`src/rtl/rbcp_bus_arbiter_if.sv`:
```
// RBCP host-side and slave-side bus signals of the RBCP bus arbiter.
// master = the arbiter's view; slave = the view of the RBCP host and the slaves that drive it.
interface rbcp_bus_arbiter_if #(
  parameter int N_SLAVES = 5
);
  logic                    RBCP_ACT;
  logic [31:0]             RBCP_ADDR;
  logic                    RBCP_WE;
  logic                    RBCP_RE;
  logic [7:0]              RBCP_WD;
  logic [7:0]              RBCP_RD;
  logic                    RBCP_ACK;
  logic [N_SLAVES-1:0]     S_SEL;
  logic [15:0]             S_ADDR;
  logic                    S_WE;
  logic                    S_RE;
  logic [7:0]              S_WD;
  logic [N_SLAVES*8-1:0]   S_RD;
  logic [N_SLAVES-1:0]     S_ACK;

  modport master (
    input  RBCP_ACT, RBCP_ADDR, RBCP_WE, RBCP_RE, RBCP_WD,
    output RBCP_RD, RBCP_ACK,
    output S_SEL, S_ADDR, S_WE, S_RE, S_WD,
    input  S_RD, S_ACK
  );

  modport slave (
    output RBCP_ACT, RBCP_ADDR, RBCP_WE, RBCP_RE, RBCP_WD,
    input  RBCP_RD, RBCP_ACK,
    input  S_SEL, S_ADDR, S_WE, S_RE, S_WD,
    output S_RD, S_ACK
  );
endinterface

```
`src/rtl/rbcp_bus_arbiter.sv`:
```
// Decodes RBCP accesses onto one of N_SLAVES regions, holds the slave strobe until the
// slave acks or the wait limit expires, and counts unmapped and timed-out accesses.
module rbcp_bus_arbiter #(
  parameter int                      N_SLAVES    = 5,
  parameter logic [N_SLAVES*16-1:0]  REGION_BASE = {16'h4, 16'h3, 16'h2, 16'h1, 16'h0},
  parameter int                      TIMEOUT     = 255
) (
  input  logic                 CLK,
  input  logic                 RST,
  rbcp_bus_arbiter_if.master   bus,
  input  logic                 CNT_CLR,
  output logic [7:0]           CNT_TIMEOUT,
  output logic [7:0]           CNT_UNMAPPED,
  output logic                 BUSY
);

  typedef enum logic [1:0] {IDLE, ISSUE, WAIT, DONE} state_t;

  // Last wait-counter value before giving up: ISSUE plus TIMEOUT WAIT cycles of strobe.
  localparam logic [15:0] WAIT_LAST = 16'(TIMEOUT - 1);

  state_t              state;
  logic [15:0]         wait_cnt;
  logic                req;
  logic [N_SLAVES-1:0] hit_sel;
  logic                hit;
  logic                ack_sel;
  logic [7:0]          sel_rd;
  logic                timed_out;
  logic                unmapped;

  assign req = bus.RBCP_WE | bus.RBCP_RE;

  // Walk downwards so the lowest matching region overwrites any higher one.
  always_comb begin
    // NOTE: every always_comb output gets a default first, otherwise a latch is inferred.
    hit_sel = '0;
    for (int i = N_SLAVES - 1; i >= 0; i--) begin
      if (bus.RBCP_ADDR[31:16] == REGION_BASE[i*16 +: 16]) begin
        hit_sel    = '0;
        hit_sel[i] = 1'b1;
      end
    end
  end

  assign hit = |hit_sel;

  // S_SEL is one-hot while a slave is strobed, so it masks out foreign acks and data.
  assign ack_sel = |(bus.S_ACK & bus.S_SEL);

  always_comb begin
    sel_rd = '0;
    for (int i = 0; i < N_SLAVES; i++) begin
      if (bus.S_SEL[i]) sel_rd |= bus.S_RD[i*8 +: 8];
    end
  end

  assign timed_out = (state == WAIT) && bus.RBCP_ACT && !ack_sel && (wait_cnt == WAIT_LAST);
  assign unmapped  = (state == IDLE) && req && !hit;
  assign BUSY      = (state != IDLE);

  always_ff @(posedge CLK) begin
    // NOTE: sequential state uses non-blocking assignments so every register sees pre-edge values.
    if (RST) begin
      state        <= IDLE;
      wait_cnt     <= '0;
      bus.RBCP_ACK <= 1'b0;
      bus.RBCP_RD  <= '0;
      bus.S_SEL    <= '0;
      bus.S_WE     <= 1'b0;
      bus.S_RE     <= 1'b0;
      bus.S_ADDR   <= '0;
      bus.S_WD     <= '0;
    end else begin
      case (state)
        IDLE: begin
          if (req && hit) begin
            state      <= ISSUE;
            bus.S_SEL  <= hit_sel;
            bus.S_ADDR <= bus.RBCP_ADDR[15:0];
            bus.S_WE   <= bus.RBCP_WE;
            bus.S_RE   <= ~bus.RBCP_WE;
            bus.S_WD   <= bus.RBCP_WD;
            wait_cnt   <= '0;
          end
        end
        ISSUE, WAIT: begin
          if (!bus.RBCP_ACT || ack_sel || timed_out) begin
            bus.S_SEL <= '0;
            bus.S_WE  <= 1'b0;
            bus.S_RE  <= 1'b0;
          end
          // Session abort outranks a simultaneous ack; an ack outranks the timeout.
          if (!bus.RBCP_ACT) begin
            state <= IDLE;
          end else if (ack_sel) begin
            state        <= DONE;
            bus.RBCP_ACK <= 1'b1;
            bus.RBCP_RD  <= bus.S_WE ? 8'h00 : sel_rd;
          end else if (state == ISSUE) begin
            state <= WAIT;
          end else if (timed_out) begin
            state <= IDLE;
          end else begin
            wait_cnt <= wait_cnt + 16'd1;
          end
        end
        DONE: begin
          state        <= IDLE;
          bus.RBCP_ACK <= 1'b0;
          bus.RBCP_RD  <= '0;
        end
        default: state <= IDLE;
      endcase
    end
  end

  always_ff @(posedge CLK) begin
    if (RST) begin
      CNT_TIMEOUT  <= '0;
      CNT_UNMAPPED <= '0;
    end else begin
      if (CNT_CLR)                                 CNT_TIMEOUT <= '0;
      else if (timed_out && CNT_TIMEOUT != 8'hFF)  CNT_TIMEOUT <= CNT_TIMEOUT + 8'd1;

      if (CNT_CLR)                                 CNT_UNMAPPED <= '0;
      else if (unmapped && CNT_UNMAPPED != 8'hFF)  CNT_UNMAPPED <= CNT_UNMAPPED + 8'd1;
    end
  end

endmodule

```
`src/flat_wrapper.sv`:
```
// flat-port wrapper written by rule: the top's interface ports become plain ports
module rbcp_bus_arbiter_flat 
#(
  parameter int                      N_SLAVES    = 5,
  parameter logic [N_SLAVES*16-1:0]  REGION_BASE = {16'h4, 16'h3, 16'h2, 16'h1, 16'h0},
  parameter int                      TIMEOUT     = 255
)
  (CLK, RST, CNT_CLR, CNT_TIMEOUT, CNT_UNMAPPED, BUSY, bus_RBCP_ACT, bus_RBCP_ADDR, bus_RBCP_WE, bus_RBCP_RE, bus_RBCP_WD, bus_RBCP_RD, bus_RBCP_ACK, bus_S_SEL, bus_S_ADDR, bus_S_WE, bus_S_RE, bus_S_WD, bus_S_RD, bus_S_ACK);
  rbcp_bus_arbiter_if #(.N_SLAVES(N_SLAVES)) bus_i ();
  input  logic CLK;
  input  logic RST;
  input  logic CNT_CLR;
  output logic [7:0] CNT_TIMEOUT;
  output logic [7:0] CNT_UNMAPPED;
  output logic BUSY;
  input wire logic [$bits(bus_i.RBCP_ACT)-1:0] bus_RBCP_ACT;
  input wire logic [$bits(bus_i.RBCP_ADDR)-1:0] bus_RBCP_ADDR;
  input wire logic [$bits(bus_i.RBCP_WE)-1:0] bus_RBCP_WE;
  input wire logic [$bits(bus_i.RBCP_RE)-1:0] bus_RBCP_RE;
  input wire logic [$bits(bus_i.RBCP_WD)-1:0] bus_RBCP_WD;
  output wire logic [$bits(bus_i.RBCP_RD)-1:0] bus_RBCP_RD;
  output wire logic [$bits(bus_i.RBCP_ACK)-1:0] bus_RBCP_ACK;
  output wire logic [$bits(bus_i.S_SEL)-1:0] bus_S_SEL;
  output wire logic [$bits(bus_i.S_ADDR)-1:0] bus_S_ADDR;
  output wire logic [$bits(bus_i.S_WE)-1:0] bus_S_WE;
  output wire logic [$bits(bus_i.S_RE)-1:0] bus_S_RE;
  output wire logic [$bits(bus_i.S_WD)-1:0] bus_S_WD;
  input wire logic [$bits(bus_i.S_RD)-1:0] bus_S_RD;
  input wire logic [$bits(bus_i.S_ACK)-1:0] bus_S_ACK;
  assign bus_i.RBCP_ACT = bus_RBCP_ACT;
  assign bus_i.RBCP_ADDR = bus_RBCP_ADDR;
  assign bus_i.RBCP_WE = bus_RBCP_WE;
  assign bus_i.RBCP_RE = bus_RBCP_RE;
  assign bus_i.RBCP_WD = bus_RBCP_WD;
  assign bus_RBCP_RD = bus_i.RBCP_RD;
  assign bus_RBCP_ACK = bus_i.RBCP_ACK;
  assign bus_S_SEL = bus_i.S_SEL;
  assign bus_S_ADDR = bus_i.S_ADDR;
  assign bus_S_WE = bus_i.S_WE;
  assign bus_S_RE = bus_i.S_RE;
  assign bus_S_WD = bus_i.S_WD;
  assign bus_i.S_RD = bus_S_RD;
  assign bus_i.S_ACK = bus_S_ACK;
  rbcp_bus_arbiter #(.N_SLAVES(N_SLAVES), .REGION_BASE(REGION_BASE), .TIMEOUT(TIMEOUT)) u_core (.CLK(CLK), .RST(RST), .bus(bus_i), .CNT_CLR(CNT_CLR), .CNT_TIMEOUT(CNT_TIMEOUT), .CNT_UNMAPPED(CNT_UNMAPPED), .BUSY(BUSY));
endmodule
```
`config.mk`:
```
export PLATFORM = sky130hd
export DESIGN_NAME = rbcp_bus_arbiter_flat
export DESIGN_NICKNAME = d
export VERILOG_FILES = /design/src/rtl/rbcp_bus_arbiter_if.sv /design/src/rtl/rbcp_bus_arbiter.sv /design/src/flat_wrapper.sv
export SDC_FILE = /design/constraint.sdc
export NUM_CORES = 1
export LEC_CHECK = 0
export ABC_CLOCK_PERIOD_IN_PS = 2600
export BUFFER_PORTS_ARGS = -buffer_cell sky130_fd_sc_hd__buf_2
export CORE_MARGIN = 2
export CORE_UTILIZATION = 49
export CTS_CLUSTER_SIZE = 20
export DETAILED_ROUTE_END_ITERATION = 10
export PLACE_DENSITY = 0.78
export SYNTH_ARGS = -nofsm -noshare
export SYNTH_HDL_FRONTEND = slang
export SYNTH_SLANG_ARGS = --single-unit
export TNS_END_PERCENT = 100
```
`constraint.sdc`:
```
create_clock -name CLK -period 2.6 [get_ports CLK]
set_clock_uncertainty 0.05 [all_clocks]
set_input_delay 0.26 -clock CLK [delete_from_list [all_inputs] [get_ports CLK]]
set_output_delay 0.26 -clock CLK [all_outputs]
set_load 0.005 [all_outputs]
```
==> summary.txt <==
Outcome
  • Status: finished, final reports clean

Critical path
  • Critical path type: flip-flop to flip-flop
  • Crit path required time: 2.83 ns
  • Worst Path Max Fanout: 14
  • Worst Setup End Kind: flip-flop
  • WP data arrival: 2.67 ns
  • Startpoint Class: flip-flop

Timing
  • Final Hold Viols: 0
  • Post-Route Setup TNS: 0 ns
  • RSZ-0062 raised after global routing: no
  • Slew @ Worst Pin: 0.600 ns
  • Fin. max-slew vios: 0
  • Hold slack: 0.0908 ns
  • Crit share post-route: 93.9%
  • Fmax: 409 MHz
  • Fin crit period: 2.44 ns
  • Final setup margin: 0.158 ns
  • # setup viols final: 0
  • Relative slew slack: 59.0%

Power
  • Max VDD drop: 0.325 mV
  • Clock share of power: 37.5%
  • Pint: 1.61 mW
  • Switching part of the total: 28.3%
  • Seq pwr share: 50.9%
  • Pwr/cell area: 477 nW/um^2
  • Comb pwr share: 11.6%
  • Sw power: 638 uW
  • Leakage power: 2.06 nW

Placement
  • Place WS: 0.170 ns
  • GP Congestion: 0.887
  • Port buffer count: 147
  • Area after DPL: 4540 um^2
  • Placed cells: 677
  • HPWL Detailed: 7460 um

Floorplan
  • Initial Util: 50.5%
  • Die W: 90.5 um
  • IO Count: 148
  • Die Ht: 90.5 um
  • FP Rows: 31
  • CORE AREA: 7250 um^2
  • Die area: 8190 um^2

Detailed routing
  • Post-DRT Antenna Nets: 0
  • Vias: 3,912
  • Met3 wire len: 636 um
  • Vias/cell: 5.65
  • Drc violations: 0
  • M1 WL: 4380 um
  • First-iteration detailed-routing DRC count: 269
  • Wire length on met2: 5010 um
  • Highest routed layer: met4
  • Wire length per cell: 14.7 um
  • Final Routed Wirelength: 10,200 um
  • DR pass1 iterations: 5

Yosys
  • Top FF cell, synth: dfxtp_1
  • Top-area cell type share of the netlist area: 40.4%
  • Syn nets: 539
  • Asr flop ratio synth: 0%
  • Synth Register Bits: 74
  • Post-Synthesis Cells: 440
  • Avg Inst Size Synth: 8.33 um^2
  • Synthesized area: 3670 um^2
  • Top cells by area, synth: dfxtp_1 (40%), nand2_1 (8.6%), a21oi_1 (5.5%)
  • Register area share after synthesis: 40.4%
  • Cell taking the most area after synthesis: dfxtp_1
  • Number of flops mapped to enable cells by yosys: 0
  • Synth warn: 0
  • Netlist cell types: 57

Clock tree
  • Hold_buf cts: 0
  • CTS tree: done
  • CTS Sinks: 74
  • Longest Clk Path Bufs: 2
  • Postcts setup bufs: 0
  • Clock root buffer master: clkbuf_8
  • Clk Latency, worst-skew pair: 0.35 ns
  • CTS Buf Count: 9
  • Resized Gates After CTS: 0
  • H-tree depth: 3
  • CTS clk-pin slew, worst paths: 0.09 ns

Hold path
  • HP Class: input pin to flip-flop

Final layout
  • Post-layout nets: 688
  • Cell area after layout: 4730 um^2
  • Ant. Diodes: 0
  • Synth-to-Final Area Change: 28.9%
  • Final cell count without fillers: 693
  • Share of cells above drive strength 1: 32.3%

Global route
  • All-Layer GR Usage: 24.6%
  • Vias in the first global route: 3,648
  • Overflow after GRT: 0
  • Largest net degree at the start of global routing: 44
  • Initial antenna violation count: 0
  • Global-route wire length before repair: 16,800 um

Run
  • Max Cap Violations: 0
[state kept, by name, indices dropped and copies added, names as in the netlist]
signal,cells
u_core.CNT_TIMEOUT,8
u_core.bus.S_RE,1
u_core.CNT_UNMAPPED,8
u_core.state,2
u_core.bus.S_SEL,5
u_core.bus.S_WE,1
u_core.bus.S_ADDR,16
u_core.wait_cnt,16
u_core.bus.RBCP_RD,8
u_core.bus.RBCP_ACK,1
u_core.bus.S_WD,8
[worst paths after layout]
path | startpoint | to | slack, ns | cells after the start
setup / recovery | u_core.wait_cnt[8]$_SDFFE_PP0P_ | u_core.CNT_TIMEOUT[5]$_SDFFE_PP0P_ | 0.16 | 5
hold reg to reg | u_core.bus.S_WD[4]$_SDFFE_PP0P_ | u_core.bus.S_WD[4]$_SDFFE_PP0P_ | 0.40 | 2
setup reg to reg | u_core.wait_cnt[8]$_SDFFE_PP0P_ | u_core.CNT_TIMEOUT[5]$_SDFFE_PP0P_ | 0.16 | 5
hold / removal | bus_RBCP_ADDR[0] | u_core.bus.S_ADDR[0]$_SDFFE_PP0P_ | 0.09 | 3
[cell usage in the layout, fill, tap and decap left out, types with 4 or more instances in the layout]
| master | instances |
|---|---|
| nor4_1 | 8 |
| clkbuf_8 | 9 |
| nor3_1 | 6 |
| a21oi_1 | 40 |
| o22a_1 | 7 |
| nand4_1 | 5 |
| or3_1 | 6 |
| and3_1 | 8 |
| nor2_1 | 26 |
| ha_1 | 8 |
| a222oi_1 | 9 |
| xnor2_1 | 7 |
| nand2_1 | 84 |
| dfxtp_1 | 74 |
| or4_1 | 5 |
| a211oi_1 | 4 |
| nand3_1 | 25 |
| a2111oi_0 | 4 |
| inv_1 | 11 |
| buf_2 | 147 |
| a22oi_1 | 9 |
| mux2i_1 | 8 |
| buf_4 | 17 |
| o21ai_0 | 11 |
[metrics by stage]
stage          utilization, %  power, mW
3_3_place_gp             62.6       1.42
2_1_floorplan               -       1.31
6_report                 65.2       2.25
5_1_grt                  65.2       2.34
4_1_cts                  65.2       2.26
3_5_place_dp             62.6       1.43
[layer usage]
metal  up-vias  global-route usage, %
met5         -                      0
met4         0                   8.72
met3        12                   4.67
met2       154                   41.1
met1      1833                   31.8
li1       1913                      -
[kinds of logic after synthesis]
logic type                 share of synthesized area (%)
AOI/OAI and AO/OA                                   22.0
xor gates and xnor gates                            1.91
adders and majority gates                           2.73
buffers and inverters                               4.16
DFF                                                 40.4
muxes                                               3.31
and+or+nand+nor                                     25.5
[power by group through the flow]
| stage | logic (mW) | registers (mW) | clock network, mW |
|---|---|---|---|
| floorplan | 0.137 | 1.17 | 0 |
| global placement | 0.251 | 1.17 | 0 |
| detailed placement | 0.254 | 1.17 | 0 |
| CTS | 0.258 | 1.15 | 0.853 |
| global route | 0.284 | 1.15 | 0.910 |
| finish | 0.261 | 1.15 | 0.845 |
[Yosys cell counts (4+ instances only)]
| cell type | number |
|---|---|
| nand3_1 | 25 |
| o22a_1 | 7 |
| a222oi_1 | 9 |
| a22oi_1 | 9 |
| clkbuf_1 | 18 |
| a2111oi_0 | 4 |
| xnor2_1 | 7 |
| nor4_1 | 8 |
| or3_1 | 6 |
| nor2_1 | 26 |
| dfxtp_1 | 74 |
| nor3_1 | 6 |
| a211oi_1 | 4 |
| inv_1 | 11 |
| buf_2 | 5 |
| ha_1 | 8 |
| or4_1 | 5 |
| o21ai_0 | 11 |
| and3_1 | 8 |
| a21oi_1 | 40 |
| nand2_1 | 84 |
| nand4_1 | 5 |
| mux2i_1 | 8 |
[worst max-delay path, cell delays in order (launching register included)]
cell	delay [ns]
dfxtp_1	0.36
or4_1	0.60
nor4_4	0.47
o211ai_4	0.24
or4_1	0.51
a21oi_1	0.15
[cell type report]
cell class	instances	area (um^2)
Fill cell	636	2530
Multi-Input combinational cell	329	2030
Sequential cell	74	1480
Timing Repair Buffer	164	863
Clock buffer	9	124
Tap cell	99	124
Clock inverter	7	60.1
Inverter	11	41.3
No activity file was read; power rests on OpenSTA's default activity.
